`src/rtl/serial_cmp_pkg.sv`:
```
// Shared types and helpers for the bit-serial comparator sequencer.
package serial_cmp_pkg;

  typedef enum logic [1:0] {
    IDLE   = 2'd0,
    SHIFT  = 2'd1,
    SETTLE = 2'd2,
    DONE   = 2'd3
  } state_t;

  typedef struct packed {
    logic g;
    logic e;
    logic s;
  } cmp_res_t;

  // Bit counter width: enough to hold WIDTH-1, never narrower than one bit.
  function automatic int cnt_width(input int width);
    return (width <= 1) ? 1 : $clog2(width);
  endfunction

endpackage

```
`src/rtl/serial_shreg.sv`:
```
// Parallel-in serial-out shift register; bit order chosen by MSB_FIRST.
module serial_shreg #(
  parameter int WIDTH     = 8,
  parameter bit MSB_FIRST = 1'b1
) (
  input  logic             clk,
  input  logic             rst,
  input  logic             load,
  input  logic             shift,
  input  logic [WIDTH-1:0] d,
  output logic             sout
);

  logic [WIDTH-1:0] sr_q;
  logic [WIDTH-1:0] sr_d;

  // Load has priority; a shift moves the next bit into the output position.
  always_comb begin
    sr_d = sr_q;
    if (load) begin
      sr_d = d;
    end else if (shift) begin
      sr_d = MSB_FIRST ? (sr_q << 1) : (sr_q >> 1);
    end
  end

  // Register with asynchronous active-low reset.
  always_ff @(posedge clk or negedge rst) begin
    if (!rst) sr_q <= '0;
    else      sr_q <= sr_d;
  end

  assign sout = MSB_FIRST ? sr_q[WIDTH-1] : sr_q[0];

endmodule

```
`src/rtl/serial_comp_ctrl.sv`:
```
// Sequencer feeding one serial_comp: accepts an operand pair, streams the
// bits, captures the g/e/s flags and hands the result to the consumer.
module serial_comp_ctrl
  import serial_cmp_pkg::*;
#(
  parameter int WIDTH     = 8,
  parameter bit MSB_FIRST = 1'b1
) (
  input  logic             clk,
  input  logic             rst,
  input  logic             in_valid,
  output logic             in_ready,
  input  logic [WIDTH-1:0] a_word,
  input  logic [WIDTH-1:0] b_word,
  input  logic             abort,
  output logic             cmp_rst,
  output logic             cmp_a,
  output logic             cmp_b,
  input  logic             cmp_g,
  input  logic             cmp_e,
  input  logic             cmp_s,
  output logic             out_valid,
  input  logic             out_ready,
  output logic             res_g,
  output logic             res_e,
  output logic             res_s,
  output logic             busy
);

  localparam int            CW       = cnt_width(WIDTH);
  localparam logic [CW-1:0] CNT_LAST = CW'(WIDTH - 1);

  state_t        state_q, state_d;
  logic [CW-1:0] cnt_q, cnt_d;
  cmp_res_t      res_q, res_d;

  logic accept;
  logic shifting;
  logic a_bit;
  logic b_bit;

  assign accept   = in_valid && (state_q == IDLE);
  assign shifting = (state_q == SHIFT);

  serial_shreg #(.WIDTH(WIDTH), .MSB_FIRST(MSB_FIRST)) u_shreg_a (
    .clk   (clk),
    .rst   (rst),
    .load  (accept),
    .shift (shifting),
    .d     (a_word),
    .sout  (a_bit)
  );

  serial_shreg #(.WIDTH(WIDTH), .MSB_FIRST(MSB_FIRST)) u_shreg_b (
    .clk   (clk),
    .rst   (rst),
    .load  (accept),
    .shift (shifting),
    .d     (b_word),
    .sout  (b_bit)
  );

  // Next-state, counter, result capture and handshake outputs.
  always_comb begin
    state_d   = state_q;
    cnt_d     = cnt_q;
    res_d     = res_q;
    in_ready  = 1'b0;
    cmp_rst   = 1'b0;
    cmp_a     = 1'b0;
    cmp_b     = 1'b0;
    out_valid = 1'b0;
    busy      = 1'b1;
    case (state_q)
      IDLE: begin
        in_ready = 1'b1;
        cmp_rst  = 1'b1;
        busy     = 1'b0;
        if (in_valid) begin
          cnt_d   = CNT_LAST;
          state_d = SHIFT;
        end
      end
      SHIFT: begin
        cmp_a = a_bit;
        cmp_b = b_bit;
        if (abort) begin
          // Abort beats the transition out of the last bit.
          cnt_d   = '0;
          state_d = IDLE;
        end else if (cnt_q == '0) begin
          state_d = SETTLE;
        end else begin
          cnt_d = cnt_q - CW'(1);
        end
      end
      SETTLE: begin
        // Comparator has absorbed the final bit; its flags are valid now.
        if (abort) begin
          state_d = IDLE;
        end else begin
          res_d   = '{g: cmp_g, e: cmp_e, s: cmp_s};
          state_d = DONE;
        end
      end
      DONE: begin
        out_valid = 1'b1;
        cmp_rst   = 1'b1;
        if (out_ready) state_d = IDLE;
      end
      default: begin
        state_d = IDLE;
      end
    endcase
  end

  // State, counter and result registers with asynchronous active-low reset.
  always_ff @(posedge clk or negedge rst) begin
    if (!rst) begin
      state_q <= IDLE;
      cnt_q   <= '0;
      res_q   <= '0;
    end else begin
      state_q <= state_d;
      cnt_q   <= cnt_d;
      res_q   <= res_d;
    end
  end

  assign res_g = res_q.g;
  assign res_e = res_q.e;
  assign res_s = res_q.s;

endmodule

```
`config.mk`:
```
export PLATFORM = sky130hd
export DESIGN_NAME = serial_comp_ctrl
export DESIGN_NICKNAME = d
export VERILOG_FILES = /design/src/rtl/serial_cmp_pkg.sv /design/src/rtl/serial_shreg.sv /design/src/rtl/serial_comp_ctrl.sv
export SDC_FILE = /design/constraint.sdc
export NUM_CORES = 1
export LEC_CHECK = 0
export ABC_AREA = 1
export CORE_MARGIN = 1.5
export CORE_UTILIZATION = 52
export CTS_CLUSTER_DIAMETER = 200
export DETAILED_ROUTE_END_ITERATION = 8
export PLACE_DENSITY_LB_ADDON = 0.2
export RECOVER_POWER = 25
export SLEW_MARGIN = 20
export SYNTH_ARGS = -nofsm -noshare
export SYNTH_HDL_FRONTEND = slang
export SYNTH_SLANG_ARGS = --single-unit
```
`constraint.sdc`:
```
create_clock -name clk -period 2.1 [get_ports clk]
set_input_delay 0.42 -clock clk [delete_from_list [all_inputs] [get_ports clk]]
set_output_delay 0.42 -clock clk [all_outputs]
set_load 0.005 [all_outputs]
```
# --- Word level (Yosys, flattened, before mapping) ---
# Cells that the tools add are included.
totals:
  latchBits: 0
  regBits: 24
  out_inout_bits: 9
  mem_bits_ro: 0
  ram_bits: 0
  n_memories: 0
op_classes:
  n_div: 0
  reduce_logical: 9
  n_shift: 0
  multipliers: 0
  eq_ne: 7
  n_mux: 20
  n_addsub: 1
  order_cmp: 0
  bitwise: 1
ops:
  columns: ["operator", "count"]
  rows:
  - ["8-bit 2-to-1 mux", 4]
  - ["2-bit 2-to-1 mux", 5]
  - ["3-bit 2-to-1 mux", 3]
  - ["2-bit one-hot mux with 4 select lines", 1]
  - ["1-bit 2-to-1 mux", 6]
  - ["3-bit one-hot mux with 2 select lines", 1]
  - ["3-bit AND reduction", 2]
  - ["2-bit == test (second input constant)", 2]
  - ["2-bit inequality test (second input constant)", 2]
  - ["2-bit nonzero test", 2]
  - ["3-bit logical NOT", 1]
  - ["3-bit by 2-bit inequality test with 1-bit output (second input constant)", 1]
  - ["3-bit inequality test (second input constant)", 1]
  - ["3-bit by 1-bit subtractor with 3-bit output (second input constant)", 1]
  - ["2-bit by 1-bit == test with 1-bit output (second input constant)", 1]
  - ["2-bit logical NOT", 1]
  - ["2-bit AND reduction", 1]
  - ["2-bit OR reduction", 1]
  - ["1-bit logical AND", 1]
  - ["1-bit NOT", 1]

# --- Logic depth before layout (Yosys ltp) ---
# Gate-level depths: netlist of run 1.
logic_depth:
  depth_word: 4
  depth_mapped: 8
  mapped_depth_nobuf: 8

# --- Modules after synthesis ---
# A second synthesis of run 1 with hierarchy kept.
hier_totals:
  hier_cells: 164
  area_unflattened_um2: 1352.5
by_module_without_submodules:
  columns: ["module", "cells_each", "n_inst", "seq_area_each_um2", "area_each_um2"]
  rows:
  - ["serial_shreg", 43, 2, 200.2, 376.6]
  - ["serial_comp_ctrl", 78, 1, 200.2, 599.3]

# --- Worst setup path after synthesis of run 1 ---
# No wires, ideal clock.
synth_timing:
  path_kind: "reg2out"
  from: "register state_q[1]"
  to: "output cmp_a"
  stages_incl_launch_ff: 6
  n_path_buf: 1
  required_time_ns: 1.680
  slack_ns: 0.629
  arrival_ns: 1.051
  path_cell_list: "dfrtp_1 -> inv_1 -> ha_1 -> buf_2 -> nand2_1 -> inv_1"
synth_between:
  elab_chain_len: 2
synth_rtl:
  columns: ["item", "line_no", "text"]
  rows:
  - ["from (decl)", "serial_comp_ctrl.sv:33", "state_t state_q, state_d;"]
  - ["from (signal assigned)", "serial_comp_ctrl.sv:124", "state_q <= state_d;"]
  - ["2-bit by 1-bit == test with 1-bit output", "serial_comp_ctrl.sv:74", "case (state_q)"]
  - ["1-bit 2-to-1 mux", "serial_comp_ctrl.sv:74", null]
  - ["to (decl)", "serial_comp_ctrl.sv:17", "output logic cmp_a,"]
# No other way between the ends.

# --- Worst setup path after layout of run 1 ---
layout_timing:
  from: "register state_q[0]"
  to: "output cmp_a"
# Same word-level chain as after synthesis.

==> reports/qor.txt, run 1 <==
Run status: complete, no violations
Synthesis-stage register bit count: 24
Drt first pass iters: 4
Remaining DRCs: 0
Leakage: 0.8828 nW
Starting DRT DRC Count: 36
IO Pins: 33
Synth top area cells: dfrtp_1 (46%), nand3_1 (18%), nand2_1 (13%), ha_1 (6.7%), inv_1 (4.3%)
Count of hold-fix buffers inserted at cts: 0
CP max stage cell: clkdlybuf4s50_1
Ant. Diodes: 0
Final Hold Fails: 0
Placeable Area: 0.002432 sq mm
Least-Margin Pin Slew: 1.290 ns
CTS tree: yes
Final setup fails: 0
Vias per std cell: 5.364
Type of origin of the critical path: flip-flop
Maximum buffer depth of the clock tree: 2
Critical Path AT: 1.61 ns
Register-to-Register Path Depth: 7
Achievable Freq: 491.7 MHz
Cts bufs inserted: 3
IO buf count: 32
Clk pin slew, worst setup/hold paths: 0.13 ns
CP max stage delay: 0.48 ns
Largest net degree at the start of global routing: 30
Crit Path Max Fanout: 5
Row cnt: 18
GRT overflow: 0
Die ar.: 0.002829 sq mm
Commonest non-fill, non-tap cell in the layout: nand3_1
Max cap viols: 0
GRT Util Overall: 0.2321
Post-synth top area share: 0.4585
Die Y: 53.19 microns
Reg2reg end: cnt_q[0]$_DFFE_PN0P_
Pwr/cell area: 1283 mW/mm^2
Vias in the first global route: 1117
Slew margin rel.: 0.1403
Tcrit/Tclk final: 0.9685
Syn Area/Cell: 8.086 sq um
Post-synthesis cell area: 0.001310 sq mm
Root buffer cell: clkbuf_4
Setup ws final: 0.06620 ns
Placed cell area: 0.001643 sq mm
Maximum VDD drop: 1200 uV
Final GP Congestion: 0.8687
WL final: 3006 microns
Crit-path cells: buf_4 -> ha_4 -> nand2_1 -> inv_1 -> clkdlybuf4s50_1
Design Area, Final: 0.001730 sq mm
Initial core utilization: 0.5386
Crit path kind: reg2out
Clock skew: 0.008647 ns
Area leader, netlist: dfrtp_1
Setup WS pre-CTS: 0.2899 ns
Unique masters post-synth: 15
Post-synthesis sequential area ratio: 0.4585
Commonest non-fill, non-tap cells in the layout: nand3_1 (46), nand2_1 (44), clkdlybuf4s50_1 (30)
Post-Syn Instances: 162
Synth-to-layout area growth: 32.09%
Crit. End Element: output pin
H-tree levels: 1
Synth warn: 0
Syn nets: 193
Drt wl/cell: 13.01 microns
CP Launch Point: state_q[0]$_DFFE_PN0P_
Flop-to-flop setup slack: 0.53 ns
Nets@finish: 233
First-pass GRT wire length: 4692 microns
Final slew viol count: 0
Antenna viol nets, final: 0
DR vias: 1239
Worst endpoint required time: 1.68 ns
HPWL Detailed: 2094 microns
Die Span X: 53.19 microns
Worst-skew pair later-pin latency: 0.32 ns
CTS Sinks: 24
Tmin final: 2.034 ns
Tightest Hold Check Type: reg2reg
Total negative setup slack: 0 ns
Layout cell share with drive strength beyond 1: 0.1144
Initial antenna violation count: 0
Critical path endpoint: cmp_a
RR Startpoint: state_q[0]$_DFFE_PN0P_
Final core utilization: 0.7114
==> where the power goes <==
| group | total, mW | switching, mW | internal [mW] |
|---|---|---|---|
| clock network | 0.243 | 0.137 | 0.106 |
| registers | 0.793 | 0.119 | 0.674 |
| logic | 1.18 | 0.641 | 0.543 |
| total | 2.22 | 0.897 | 1.32 |
==> worst min path at each step <==
stage                     slack, ns               from  cells past startpoint                       endpoint
after floorplan                0.12                rst                      0           cnt_q[0]$_DFFE_PN0P_
after global placement         0.46  res_e$_DFFE_PN0P_                      2              res_e$_DFFE_PN0P_
after detailed placement       0.47  res_e$_DFFE_PN0P_                      2              res_e$_DFFE_PN0P_
after CTS                      0.44                rst                      2  u_shreg_a.sr_q[3]$_DFFE_PN0P_
after global routing           0.52  res_e$_DFFE_PN0P_                      2              res_e$_DFFE_PN0P_
final                          0.50  res_s$_DFFE_PN0P_                      2              res_s$_DFFE_PN0P_
==> cells in the mapped netlist <==
cell,count
buf_2,2
o21ai_0,4
dfrtp_1,24
nand4_1,3
nand3_2,3
buf_6,4
ha_1,7
nor2_1,4
nand3_1,46
inv_1,15
inv_2,2
nand2_2,1
nand2_1,44
a21oi_1,2
buf_4,1
==> state kept, by name, summed over array words and instances (netlist names) <==
signal          count
res_e               1
u_shreg_a.sr_q      8
cnt_q               3
res_g               1
state_q             2
res_s               1
u_shreg_b.sr_q      8
==> layout make-up <==
cell class / instances / area, sq um
inverter: 17 / 63.81
tap: 30 / 37.54
sequential: 24 / 600.6
timing repair buffer: 42 / 394.1
clock buffer: 4 / 36.28
multi-input combinational: 114 / 598.1
fill: 179 / 701.9
==> metal layers <==
| layer | GRT usage | part of all wire | up-vias |
|---|---|---|---|
| met5 | 0 | 0 | - |
| met4 | 0.05556 | 0.011 | 0 |
| met3 | 0.06497 | 0.037 | 7 |
| met2 | 0.4542 | 0.52 | 28 |
| met1 | 0.2386 | 0.43 | 596 |
| li1 | - | - | 608 |
==> worst max-delay path, delay by kind of cell, from the launching register on <==
family / cells / cell delay, ns
simple gates: 1 / 0.06
fa+ha+maj: 1 / 0.15
buf+inv: 3 / 0.67
flops: 1 / 0.42
==> per-stage QoR <==
stage          power [mW]  instances  hold slack (ns)
4_1_cts             2.159        228           0.4430
2_1_floorplan       1.533        162           0.1244
5_1_grt             2.408        231           0.5208
3_5_place_dp        1.888        222           0.4710
3_3_place_gp        1.830        222           0.4585
6_report            2.220        231           0.4984
==> kinds of logic after synthesis <==
| kind of cell | after synthesis | share of synthesized area |
|---|---|---|
| AO/OA/AOI/OAI | 6 | 0.02292 |
| buffers and inverters | 24 | 0.09647 |
| AND/OR/NAND/NOR | 101 | 0.3553 |
| flip-flops | 24 | 0.4585 |
| adder cells (fa/ha/maj) | 7 | 0.06685 |
==> timing repair <==
item	4_1_cts	5_1_grt
pin swaps	0	0
resized for setup	1	5
setup buffers	2	3
setup endpoints to repair	4	5
(Power assumes the default switching activity.)
==> run 2: changes to the inputs <==
Settings changed: PLACE_DENSITY set to 0.82, PLACE_DENSITY_LB_ADDON 0.2 to not set, REMOVE_ABC_BUFFERS set to 1, SETUP_SLACK_MARGIN set to 0.1.
==> run 2 against run 1 <==
Wire length increased by 0.17%. Worst setup slack improved by 0.076 ns. Clock power up 42%. Total power rose by 3.5%.
==> reports/qor.txt, run 2 (synthesis results as in run 1) <==
Run status: complete, no violations
Critical path endpoint: out_valid
First-pass GRT wire length: 4643 microns
DP Cell Count: 220
Drt wl/cell: 13.15 microns
Count of hold-fix buffers inserted at cts: 0
Hold path start: res_e$_DFFE_PN0P_
Final GP Congestion: 0.8140
Least-Margin Pin Slew: 1.305 ns
RSZ-0062 raised after global routing: no
Register-to-Register Path Depth: 10
WHS: 0.4949 ns
Critical Path AT: 1.54 ns
Root buffer cell: clkbuf_4
Initial antenna violation count: 0
Starting DRT DRC Count: 42
Placeable Area: 0.002432 sq mm
Commonest non-fill, non-tap cells in the layout: nand3_1 (46), nand2_1 (44), clkdlybuf4s50_1 (28)
Row cnt: 18
Tcrit/Tclk final: 0.9323
Cts bufs inserted: 3
Design Area, Final: 0.001747 sq mm
Leakage: 0.9071 nW
DR vias: 1227
Total negative setup slack: 0 ns
Final slew viol count: 0
Filler cells: 196
GRT overflow: 0
Combinational power share: 0.503
Flop-to-flop setup slack: 0.31 ns
Multi-input logic area: 608.1 sq um
CTS tree: yes
RR Startpoint: state_q[1]$_DFFE_PN0P_
Slew margin rel.: 0.1303
Maximum VDD drop: 985.3 uV
Vias per std cell: 5.358
FF+latch area: 600.6 sq um
Type of origin of the critical path: flip-flop
Non-Filler Instances: 229
Crit Path Max Fanout: 3
Max cap viols: 0
H-tree levels: 1
Nets@finish: 231
Antenna viol nets, final: 0
Worst-skew pair later-pin latency: 0.33 ns
Worst endpoint required time: 1.68 ns
Commonest non-fill, non-tap cell in the layout: nand3_1
Sequential share of power: 0.346
Clock skew: 0.01922 ns
Synth-to-layout area growth: 33.33%
Remaining DRCs: 0
Die Span X: 53.19 microns
Largest net degree at the start of global routing: 30
Placed cell area: 0.001628 sq mm
Switching share of total power: 0.3980
Final setup fails: 0
Vias in the first global route: 1115
Reg2reg end: cnt_q[1]$_DFFE_PN0P_
Achievable Freq: 510.8 MHz
Pwr/cell area: 1316 mW/mm^2
Tmin final: 1.958 ns
CTS Sinks: 24
CP Launch Point: state_q[1]$_DFFE_PN0P_
Overall Power: 2.298 mW
Layout cell share with drive strength beyond 1: 0.1106
Die Y: 53.19 microns
Initial core utilization: 0.5386
NetSw: 0.9145 mW
Final Hold Fails: 0
HPWL Detailed: 1969 microns
GRT Util Overall: 0.2265
Ant. Diodes: 0
Clk pin slew, worst setup/hold paths: 0.15 ns
Crit. End Element: output pin
Tightest Hold Check Type: reg2reg
Clk network pwr share: 0.151
IO buf count: 32
Drt first pass iters: 4
Maximum buffer depth of the clock tree: 2
Registers with the most flip-flops: u_shreg_a.sr_q: 8 flops, u_shreg_b.sr_q: 8 flops, cnt_q: 3 flops
Crit path kind: reg2out
WL final: 3011 microns
IO Pins: 33
Die ar.: 0.002829 sq mm
Internal Pwr Total: 1.383 mW
## run 2: cell type report
| type | instances | area share |
|---|---|---|
| Clock inverter | 1 | 0.01719 |
| Timing Repair Buffer | 40 | 0.2199 |
| Clock buffer | 3 | 0.01289 |
| Tap cell | 30 | 0.02149 |
| Sequential cell | 24 | 0.3438 |
| Inverter | 17 | 0.03653 |
| Multi-Input combinational cell | 114 | 0.3481 |
## run 2: how the worst min path moves through the flow
| stage | to | slack [ns] | depth (start not counted) |
|---|---|---|---|
| 6_report | res_e$_DFFE_PN0P_ | 0.49 | 2 |
| 4_1_cts | res_s$_DFFE_PN0P_ | 0.44 | 2 |
| 3_3_place_gp | res_s$_DFFE_PN0P_ | 0.46 | 2 |
| 3_5_place_dp | res_e$_DFFE_PN0P_ | 0.47 | 2 |
| 5_1_grt | res_e$_DFFE_PN0P_ | 0.52 | 2 |
| 2_1_floorplan | cnt_q[0]$_DFFE_PN0P_ | 0.12 | 0 |
## run 2: repair_timing
| action | 4_1_cts | 5_1_grt |
|---|---|---|
| setup buffers | 2 | 3 |
| setup endpoints to repair | 5 | 5 |
| gates resized for setup | 7 | 4 |
## run 2: critical path, cell delays in order (launching register included)
cell and delay [ns]:
dfrtp_1 0.42, buf_4 0.15, ha_1 0.19, clkdlybuf4s50_1 0.45
## run 2: per-stage QoR
stage / worst slack (ns) / utilization
floorplan: 0.3342 / -
global placement: 0.3247 / 0.6692
detailed placement: 0.3048 / 0.6692
CTS: 0.08034 / 0.7027
global route: 0.1000 / 0.7181
finish: 0.1423 / 0.7181
## run 2: power groups by stage
stage | Clock (mW) | Sequential (mW) | Combinational, mW
4_1_cts | 0.344 | 0.786 | 1.10
3_5_place_dp | 0 | 0.801 | 1.05
2_1_floorplan | 0 | 0.776 | 0.663
5_1_grt | 0.366 | 0.818 | 1.31
3_3_place_gp | 0 | 0.789 | 1.01
6_report | 0.346 | 0.795 | 1.16
## run 2: layer usage
metal / routed length, microns / track usage
met1: 1292 / 0.2612
met2: 1541 / 0.4021
met3: 147 / 0.06497
met4: 30 / 0.06838
met5: 0 / 0
